### config.mk
export PLATFORM = sky130hd
export DESIGN_NAME = rob_tag_queue_flat
export DESIGN_NICKNAME = d
export VERILOG_FILES = /design/src/rtl/rob_tag_queue_if.sv /design/src/rtl/rob_tag_queue.sv /design/src/flat_wrapper.sv
export SDC_FILE = /design/constraint.sdc
export NUM_CORES = 1
export LEC_CHECK = 0
export CORE_ASPECT_RATIO = 0.9
export CORE_MARGIN = 2
export CORE_UTILIZATION = 55
export DETAILED_ROUTE_END_ITERATION = 10
export GPL_TIMING_DRIVEN = 0
export HOLD_SLACK_MARGIN = 0.12
export PLACE_DENSITY = 0.85
export SYNTH_ARGS = -nofsm -noshare
export SYNTH_HDL_FRONTEND = slang
export SYNTH_SLANG_ARGS = --single-unit
### constraint.sdc
create_clock -name clk -period 8.1 [get_ports clk]
set_input_delay 0.81 -clock clk [delete_from_list [all_inputs] [get_ports clk]]
set_output_delay 0.81 -clock clk [all_outputs]
set_load 0.1 [all_outputs]
### src/rtl/rob_tag_queue_if.sv
// Reorder-buffer tag queue bus: allocate, writeback, operand lookup, commit and flush.
// Combinational lookup/commit outputs; allocation is backpressured by alloc_ready.
interface rob_tag_queue_if #(
    parameter int DATA_W = 32
);
    logic              alloc_req;
    logic [4:0]        alloc_dest;
    logic              alloc_ready;
    logic [3:0]        alloc_tag;
    logic              wb_valid;
    logic [3:0]        wb_tag;
    logic [DATA_W-1:0] wb_value;
    logic [3:0]        rd_tag_a;
    logic [3:0]        rd_tag_b;
    logic              rd_ready_a;
    logic              rd_ready_b;
    logic [DATA_W-1:0] rd_value_a;
    logic [DATA_W-1:0] rd_value_b;
    logic              commit_valid;
    logic [4:0]        commit_dest;
    logic [DATA_W-1:0] commit_value;
    logic [3:0]        commit_tag;
    logic              commit_we;
    logic [3:0]        status_tag;
    logic              status_clear;
    logic              flush;
    logic [3:0]        count;

    modport slave (
        input  alloc_req, alloc_dest, wb_valid, wb_tag, wb_value,
               rd_tag_a, rd_tag_b, status_tag, flush,
        output alloc_ready, alloc_tag, rd_ready_a, rd_ready_b, rd_value_a, rd_value_b,
               commit_valid, commit_dest, commit_value, commit_tag, commit_we,
               status_clear, count
    );

    modport master (
        output alloc_req, alloc_dest, wb_valid, wb_tag, wb_value,
               rd_tag_a, rd_tag_b, status_tag, flush,
        input  alloc_ready, alloc_tag, rd_ready_a, rd_ready_b, rd_value_a, rd_value_b,
               commit_valid, commit_dest, commit_value, commit_tag, commit_we,
               status_clear, count
    );
endinterface

### src/rtl/rob_tag_queue.sv
// 15-entry in-order ROB, tags 1..15; commit is combinational off the head, wb-to-commit 1 cycle; alloc stalls when full.
// ROB_WB_BYPASS_EN forwards a same-cycle writeback onto the operand lookup ports.
module rob_tag_queue #(
    parameter int DATA_W = 32
) (
    input  logic           clk,
    input  logic           rst,
    rob_tag_queue_if.slave bus
);
    typedef struct packed {
        logic              rdy;
        logic [DATA_W-1:0] val;
    } rd_t;

    // State is addressed by tag (1..15); index = tag-1 lives only in the pointers.
    logic [15:1]       r_busy;
    logic [15:1]       r_done;
    logic [4:0]        r_dest  [1:15];
    logic [DATA_W-1:0] r_value [1:15];
    logic [3:0]        r_head;
    logic [3:0]        r_tail;
    logic [3:0]        r_count;

    logic [15:0] w_busy_t;
    logic [15:0] w_done_t;
    logic [3:0]  w_head_tag;
    logic [3:0]  w_tail_tag;
    logic        w_alloc_ready;
    logic        w_alloc;
    logic        w_wb;
    logic        w_commit;
    logic        w_commit_we;
    rd_t         w_rd_a;
    rd_t         w_rd_b;

    function automatic logic [3:0] ptr_next(input logic [3:0] p);
        return (p == 4'd14) ? 4'd0 : p + 4'd1;
    endfunction

    function automatic rd_t lookup(input logic [3:0] tag);
        rd_t r;
        r.rdy = w_busy_t[tag] && w_done_t[tag];
        r.val = r.rdy ? r_value[tag] : '0;
`ifdef ROB_WB_BYPASS_EN
        if (bus.wb_valid && (bus.wb_tag == tag) && (tag != 4'd0) && w_busy_t[tag]) begin
            r.rdy = 1'b1;
            r.val = bus.wb_value;
        end
`endif
        return r;
    endfunction

    assign w_busy_t      = {r_busy, 1'b0};
    assign w_done_t      = {r_done, 1'b0};
    assign w_head_tag    = r_head + 4'd1;
    assign w_tail_tag    = r_tail + 4'd1;
    assign w_alloc_ready = (r_count != 4'd15);
    assign w_alloc       = bus.alloc_req && w_alloc_ready;
    assign w_wb          = bus.wb_valid && (bus.wb_tag != 4'd0) && w_busy_t[bus.wb_tag];
    assign w_commit      = !bus.flush && w_busy_t[w_head_tag] && w_done_t[w_head_tag];
    assign w_commit_we   = w_commit && (r_dest[w_head_tag] != 5'd0);
    assign w_rd_a        = lookup(bus.rd_tag_a);
    assign w_rd_b        = lookup(bus.rd_tag_b);

    assign bus.alloc_ready  = w_alloc_ready;
    assign bus.alloc_tag    = w_tail_tag;
    assign bus.rd_ready_a   = w_rd_a.rdy;
    assign bus.rd_value_a   = w_rd_a.val;
    assign bus.rd_ready_b   = w_rd_b.rdy;
    assign bus.rd_value_b   = w_rd_b.val;
    assign bus.commit_valid = w_commit;
    assign bus.commit_dest  = r_dest[w_head_tag];
    assign bus.commit_value = r_value[w_head_tag];
    assign bus.commit_tag   = w_head_tag;
    assign bus.commit_we    = w_commit_we;
    assign bus.status_clear = w_commit_we && (bus.status_tag == w_head_tag);
    assign bus.count        = r_count;

    always_ff @(posedge clk or posedge rst) begin
        if (rst) begin
            r_busy  <= '0;
            r_done  <= '0;
            r_head  <= 4'd0;
            r_tail  <= 4'd0;
            r_count <= 4'd0;
        end else if (bus.flush) begin
            r_busy  <= '0;
            r_done  <= '0;
            r_head  <= 4'd0;
            r_tail  <= 4'd0;
            r_count <= 4'd0;
        end else begin
            if (w_wb) begin
                r_done[bus.wb_tag] <= 1'b1;
            end
            // Head and tail never coincide here: full blocks alloc, empty blocks commit.
            if (w_commit) begin
                r_busy[w_head_tag] <= 1'b0;
                r_done[w_head_tag] <= 1'b0;
                r_head             <= ptr_next(r_head);
            end
            if (w_alloc) begin
                r_busy[w_tail_tag] <= 1'b1;
                r_done[w_tail_tag] <= 1'b0;
                r_tail             <= ptr_next(r_tail);
            end
            case ({w_alloc, w_commit})
                2'b10:   r_count <= r_count + 4'd1;
                2'b01:   r_count <= r_count - 4'd1;
                default: r_count <= r_count;
            endcase
        end
    end

    always_ff @(posedge clk) begin
        if (!bus.flush && w_alloc) begin
            r_dest[w_tail_tag] <= bus.alloc_dest;
        end
        if (!bus.flush && w_wb) begin
            r_value[bus.wb_tag] <= bus.wb_value;
        end
    end
endmodule

### src/flat_wrapper.sv
// flat-port wrapper written by rule: the top's interface ports become plain ports
module rob_tag_queue_flat 
#(
    parameter int DATA_W = 32
)
  (clk, rst, bus_alloc_req, bus_alloc_dest, bus_wb_valid, bus_wb_tag, bus_wb_value, bus_rd_tag_a, bus_rd_tag_b, bus_status_tag, bus_flush, bus_alloc_ready, bus_alloc_tag, bus_rd_ready_a, bus_rd_ready_b, bus_rd_value_a, bus_rd_value_b, bus_commit_valid, bus_commit_dest, bus_commit_value, bus_commit_tag, bus_commit_we, bus_status_clear, bus_count);
  rob_tag_queue_if #(.DATA_W(DATA_W)) bus_i ();
  input  logic clk;
  input  logic rst;
  input wire logic [$bits(bus_i.alloc_req)-1:0] bus_alloc_req;
  input wire logic [$bits(bus_i.alloc_dest)-1:0] bus_alloc_dest;
  input wire logic [$bits(bus_i.wb_valid)-1:0] bus_wb_valid;
  input wire logic [$bits(bus_i.wb_tag)-1:0] bus_wb_tag;
  input wire logic [$bits(bus_i.wb_value)-1:0] bus_wb_value;
  input wire logic [$bits(bus_i.rd_tag_a)-1:0] bus_rd_tag_a;
  input wire logic [$bits(bus_i.rd_tag_b)-1:0] bus_rd_tag_b;
  input wire logic [$bits(bus_i.status_tag)-1:0] bus_status_tag;
  input wire logic [$bits(bus_i.flush)-1:0] bus_flush;
  output wire logic [$bits(bus_i.alloc_ready)-1:0] bus_alloc_ready;
  output wire logic [$bits(bus_i.alloc_tag)-1:0] bus_alloc_tag;
  output wire logic [$bits(bus_i.rd_ready_a)-1:0] bus_rd_ready_a;
  output wire logic [$bits(bus_i.rd_ready_b)-1:0] bus_rd_ready_b;
  output wire logic [$bits(bus_i.rd_value_a)-1:0] bus_rd_value_a;
  output wire logic [$bits(bus_i.rd_value_b)-1:0] bus_rd_value_b;
  output wire logic [$bits(bus_i.commit_valid)-1:0] bus_commit_valid;
  output wire logic [$bits(bus_i.commit_dest)-1:0] bus_commit_dest;
  output wire logic [$bits(bus_i.commit_value)-1:0] bus_commit_value;
  output wire logic [$bits(bus_i.commit_tag)-1:0] bus_commit_tag;
  output wire logic [$bits(bus_i.commit_we)-1:0] bus_commit_we;
  output wire logic [$bits(bus_i.status_clear)-1:0] bus_status_clear;
  output wire logic [$bits(bus_i.count)-1:0] bus_count;
  assign bus_i.alloc_req = bus_alloc_req;
  assign bus_i.alloc_dest = bus_alloc_dest;
  assign bus_i.wb_valid = bus_wb_valid;
  assign bus_i.wb_tag = bus_wb_tag;
  assign bus_i.wb_value = bus_wb_value;
  assign bus_i.rd_tag_a = bus_rd_tag_a;
  assign bus_i.rd_tag_b = bus_rd_tag_b;
  assign bus_i.status_tag = bus_status_tag;
  assign bus_i.flush = bus_flush;
  assign bus_alloc_ready = bus_i.alloc_ready;
  assign bus_alloc_tag = bus_i.alloc_tag;
  assign bus_rd_ready_a = bus_i.rd_ready_a;
  assign bus_rd_ready_b = bus_i.rd_ready_b;
  assign bus_rd_value_a = bus_i.rd_value_a;
  assign bus_rd_value_b = bus_i.rd_value_b;
  assign bus_commit_valid = bus_i.commit_valid;
  assign bus_commit_dest = bus_i.commit_dest;
  assign bus_commit_value = bus_i.commit_value;
  assign bus_commit_tag = bus_i.commit_tag;
  assign bus_commit_we = bus_i.commit_we;
  assign bus_status_clear = bus_i.status_clear;
  assign bus_count = bus_i.count;
  rob_tag_queue #(.DATA_W(DATA_W)) u_core (.clk(clk), .rst(rst), .bus(bus_i));
endmodule
After elaboration in Yosys (flattened, before gate mapping):

Memories as Yosys holds them, arrays and structs flattened.
Index checks and enable logic that the tools add are counted.

* register bits: 42
* logic and storage cells: 96
* memories kept: 2
* RAM bits: 555
* input bits: 58

Memory list
* u_core.r_value: depth 15, width 32, rd ports 3, clocked after memory_dff 0, write ports 1, RTL line rob_tag_queue.sv:19 `logic [DATA_W-1:0] r_value [1:15];`
* u_core.r_dest: depth 15, width 5, rd ports 1, clocked after memory_dff 0, write ports 1, RTL line rob_tag_queue.sv:18 `logic [4:0] r_dest [1:15];`

* $lt $le $gt $ge: 8
* eq/ne operators: 6
* bitwise logic cells: 7
* mux-type cells: 44
* add/subtract/negate cells: 4
* reduce and logical (&&, ||, !) cells: 20

Operators with widths (number)
* $mux 15: 10
* $mux 32: 2
* $and 15x15->15: 3
* $not 15->15: 2
* $or 15x15->15: 2
* $bmux 1 s4: 7
* $mux 4: 7
* $lt 4x5->1 const B: 5
* $logic_and 1x1->1: 14
* $mux 1: 14
* $add 4x1->4 const B: 3
* $demux 1 s4: 3
* $ge 4x1->1 const B: 3
* $eq 4x4->1 const B: 2
* $pmux 4 s2: 1
* $reduce_bool 5->1: 1
* $eq 4x4->1: 1
* $ne 4x4->1 const B: 1
* $reduce_bool 2->1: 2
* $reduce_bool 4->1: 1
* $sub 4x1->4 const B: 1
* $reduce_bool 3->1: 1
* $eq 2x1->1 const B: 1
* $eq 2x2->1 const B: 1
* $logic_not 1->1: 1

Logic depth before layout (Yosys ltp):

* depth in word-level cells: 13
* depth in mapped cells: 17

Worst setup path after synthesis:

Ideal clock, no wire load.

* path type: register to output
* from: register u_core.r_head[0]
* to: output port bus_status_clear
* stages on the path, launching flop included: 12
* data arrival time: 6.541 ns
* slack: 0.749 ns
* cells stage by stage: dfrtp_1 -> buf_6 -> buf_2 -> inv_1 -> ha_1 -> buf_6 -> buf_2 -> clkbuf_1 -> a221oi_1 -> o21ai_1 -> o31a_1 -> and3_1

* elaborated cells on any way between the ends: 12
* those cells by class: 1 x add/sub; 1 x eq/ne; 4 x mux; 5 x reduce/logical; 1 x memory

RTL lines
* start, declared: RTL line rob_tag_queue.sv:20 `logic [3:0] r_head;`
* start signal, assigned: RTL line rob_tag_queue.sv:100 `r_head <= ptr_next(r_head);`
* $add 4x1->4: RTL line rob_tag_queue.sv:55 `assign w_head_tag = r_head + 4'd1;`
* named net bus_commit_tag[0]: RTL line flat_wrapper.sv:28 `output wire logic [$bits(bus_i.commit_tag)-1:0] bus_commit_tag;`
* $mem_v2 15x5
* named net bus_commit_dest[3]: RTL line flat_wrapper.sv:26 `output wire logic [$bits(bus_i.commit_dest)-1:0] bus_commit_dest;`
* $reduce_bool 5->1: RTL line rob_tag_queue.sv:61 `assign w_commit_we = w_commit && (r_dest[w_head_tag] != 5'd0);`
* $logic_and 1x1->1: RTL line rob_tag_queue.sv:61
* named net bus_commit_we: RTL line flat_wrapper.sv:29 `output wire logic [$bits(bus_i.commit_we)-1:0] bus_commit_we;`
* $logic_and 1x1->1: RTL line rob_tag_queue.sv:76 `assign bus.status_clear = w_commit_we && (bus.status_tag == w_head_tag);`
* end, declared: RTL line flat_wrapper.sv:30 `output wire logic [$bits(bus_i.status_clear)-1:0] bus_status_clear;`

The timed path passes the listed nets, and every way through them passes these cells. The select of a mux whose other input is x is not followed.

Worst setup path in the final report:

* from: register u_core.r_head[0]
* to: output port bus_commit_value[17]

* longest elaborated chain between the ends: 2

RTL lines
* $add 4x1->4: RTL line rob_tag_queue.sv:55
* $mem_v2 15x32
* end, declared: RTL line flat_wrapper.sv:27 `output wire logic [$bits(bus_i.commit_value)-1:0] bus_commit_value;`

No other way between the ends.

==> run summary <==
Final setup violation count -> 0
Die Y-Extent -> 232.2 um
I/O pin count -> 177
crit start category -> flop
RSZ-0062 raised after global routing -> no
Req. time, crit path -> 7.29 ns
vias -> 23744
Setup TNS -> 0 ns
post-synthesis cell type count -> 54
clk_lat worst skew -> 0.67 ns
vias per inst -> 8.008
Reg-to-Reg End -> u_core.r_head[1]
Synthesized Nets -> 1963
Setup crit end kind -> primary output
number of fill cells -> 3717
reg-to-reg startpoint -> u_core.r_head[0]
Post-synth ARST share -> 0.07035
total CTS buffers -> 60
commonest non-fill, non-tap cell in the layout -> edfxtp_1
Post-Synthesis Cell Area -> 0.03182 sq mm
Register-to-Register Path Depth -> 11
Rel. slew slack -> -0.02501
MaxCap Viol Count -> 1
H-Tree Depth -> 2
LEAKAGE -> 0.01194 uW
GPL Wtd Cong -> 0.9649
Bufs and invs on worst path -> 9
Hold Fails Final Rpt -> 0
Max Fclk -> 123.6 MHz
maximum clock insertion buffer count -> 3
delay-heaviest family, CP -> buffers and inverters
slowest cell delay on critical path -> 1.20 ns
grt peak-use layer -> met2
ordered cell list for the critical path -> buf_6 -> buf_2 -> inv_1 -> ha_1 -> buf_6 -> buf_2 -> clkbuf_1 -> clkdlybuf4s15_1 -> clkdlybuf4s15_1 -> a211oi_1 -> a31oi_1 -> clkdlybuf4s50_1
cell area after placement -> 0.03504 sq mm
vias in the first global route -> 23219
Hold Slack -> 0.4706 ns
Seq/Total Area, Yosys -> 0.5567
post-route ant nets -> 0
layout cell share with drive strength beyond 1 -> 0.2631
Period minus WS final -> 8.094 ns
Worst Tran Pin Value -> 1.538 ns
arrival time at the worst endpoint -> 7.28 ns
class of the worst hold path -> input pin to asynchronous set/reset pin
Core Box Area -> 0.05712 sq mm
initial DRC count -> 5268
CTS Hold Bufs -> 0
initial antenna violation count -> 14
# rows -> 83
Setup crit end -> bus_commit_value[17]
IO buf count -> 169
gr ovfl total -> 0
worst setup path startpoint -> u_core.r_head[0]
Reg2Reg Setup Slack -> 2.87 ns
Syn Inst Count -> 1895
final net count -> 2214
area grow syn2layout -> 16.48%
failing checks -> capacitance limit, slew limit
die width -> 257.6 um
Initial Utilization -> 0.5572
Avg Cell Area, Syn -> 16.79 sq um
Crit Path Max Fanout -> 10
most used flip-flop cell after synthesis -> edfxtp_1
GRT met2 Usage -> 0.5626
status -> finished with violations
DR DRC count -> 0
number of synthesized flops with an enable pin -> 555
Post-DP HPWL -> 74.11 mm
routed wire length -> 117.4 mm
aggregate global-route resource usage -> 0.3935
average routed wire per standard cell -> 39.61 um
crit share post-route -> 0.9992
critical path class -> flop to primary output
global-route wire length before repair -> 164.3 mm
clock slew seen by the registers of the worst setup and hold paths -> 0.07 ns
largest net degree at the start of global routing -> 25
die area -> 0.05980 sq mm
Placement Setup Slack -> 1.070 ns
Slew Viols, Final -> 11
CP max-delay cell -> clkdlybuf4s50_1
met1 usage -> 0.4821
Cell Pwr Density -> 188.8 mW/mm^2
CTS tree -> built
First-pass DRT Iterations -> 9
maximum VDD drop -> 0.1768 mV
Worst path depth -> 12
grt met3 use -> 0.1913
Setup WS post-layout -> 0.006117 ns
#FFs+latches synth -> 597
most frequent cells in the layout -> edfxtp_1 (555), mux4_2 (386), clkdlybuf4s50_1 (168)
Clock Tree Root -> clkbuf_16
Synth Warn # -> 0
post-route design area -> 0.03707 sq mm
clk_skew -> 0.03533 ns
clk sinks -> 597
cell families after synthesis:
logic type | Yosys count | synth area share
buffers and inverters | 172 | 0.02265
DFF | 597 | 0.5567
xor gates and xnor gates | 12 | 0.003539
muxes | 510 | 0.3139
AOI/OAI and AO/OA | 243 | 0.04852
and+or+nand+nor | 351 | 0.05076
adders and majority gates | 10 | 0.003932
state kept, by name (all words and copies together), names as in the netlist:
register          flops
u_core.bus.count      4
u_core.r_done        15
u_core.r_value      480
u_core.r_dest        75
u_core.r_busy        15
u_core.r_head         4
u_core.r_tail         4
cell usage after synthesis, types with 12 or more instances:
library cell,count,area (sq um)
mux2i_1,105,1051
nor3_1,14,70.07
nand3_1,15,75.07
o221a_2,14,157.7
clkbuf_1,98,367.9
buf_1,20,75.07
a211oi_1,18,135.1
nand2_1,66,247.7
mux4_2,386,8693
edfxtp_1,555,16670
a31oi_1,25,156.4
a21o_1,15,112.6
nor2_1,158,593.1
mux2_1,12,135.1
buf_2,36,180.2
and2_1,67,419.2
a21oi_1,120,600.6
dfrtp_1,42,1051
where the power goes:
part	switching (uW)	total [uW]	leakage [uW]	internal, uW
registers	5.89	3380	0.00557	3370
clock network	1250	2910	0.000974	1660
logic	475	711	0.00539	236
total	1730	7000	0.0119	5270
what timing repair did:
action / CTS / global route
setup endpoints to repair: 0 / 1
buffers inserted: 0 / 0
gates resized for setup: 0 / 5
routing by layer:
| metal | wire length (um) | vias to the layer above |
|---|---|---|
| met4 | 9526 | 12 |
| met3 | 22570 | 767 |
| met1 | 35490 | 11480 |
| met2 | 49790 | 3085 |
| li1 | - | 8400 |
| met5 | 66 | - |
cell type report:
type                    instances  area (sq um)  share of cell area
clock inverters                40         430.4             0.01161
plain buffers                 160         689.4             0.01860
inverters                      12         45.04            0.001215
well taps                     765         957.2             0.02582
clock buffers                  69          1556             0.04199
diodes                          7         17.52           0.0004726
flip-flops and latches        597         17720              0.4780
repair buffers                189          2155             0.05812
multi-input cells            1126         13500              0.3642
how the worst min path moves through the flow:
stage	start	to	slack, ns
5_1_grt	rst	u_core.bus.count[2]	0.54
3_5_place_dp	u_core.r_busy[7]	u_core.r_busy[7]	0.52
4_1_cts	rst	u_core.bus.count[1]	0.47
6_report	rst	u_core.r_head[0]	0.47
3_3_place_gp	u_core.r_busy[7]	u_core.r_busy[7]	0.52
2_1_floorplan	u_core.r_busy[12]	u_core.r_busy[12]	0.48
per-stage QoR:
step	util	power (uW)	std cells
2_1_floorplan	-	3878	1895
3_3_place_gp	0.6035	4107	2829
3_5_place_dp	0.6136	4123	2849
4_1_cts	0.6483	6941	2958
5_1_grt	0.6489	7085	2962
6_report	0.6490	6998	2965
Note: power is estimated with default switching activity, not from simulation.
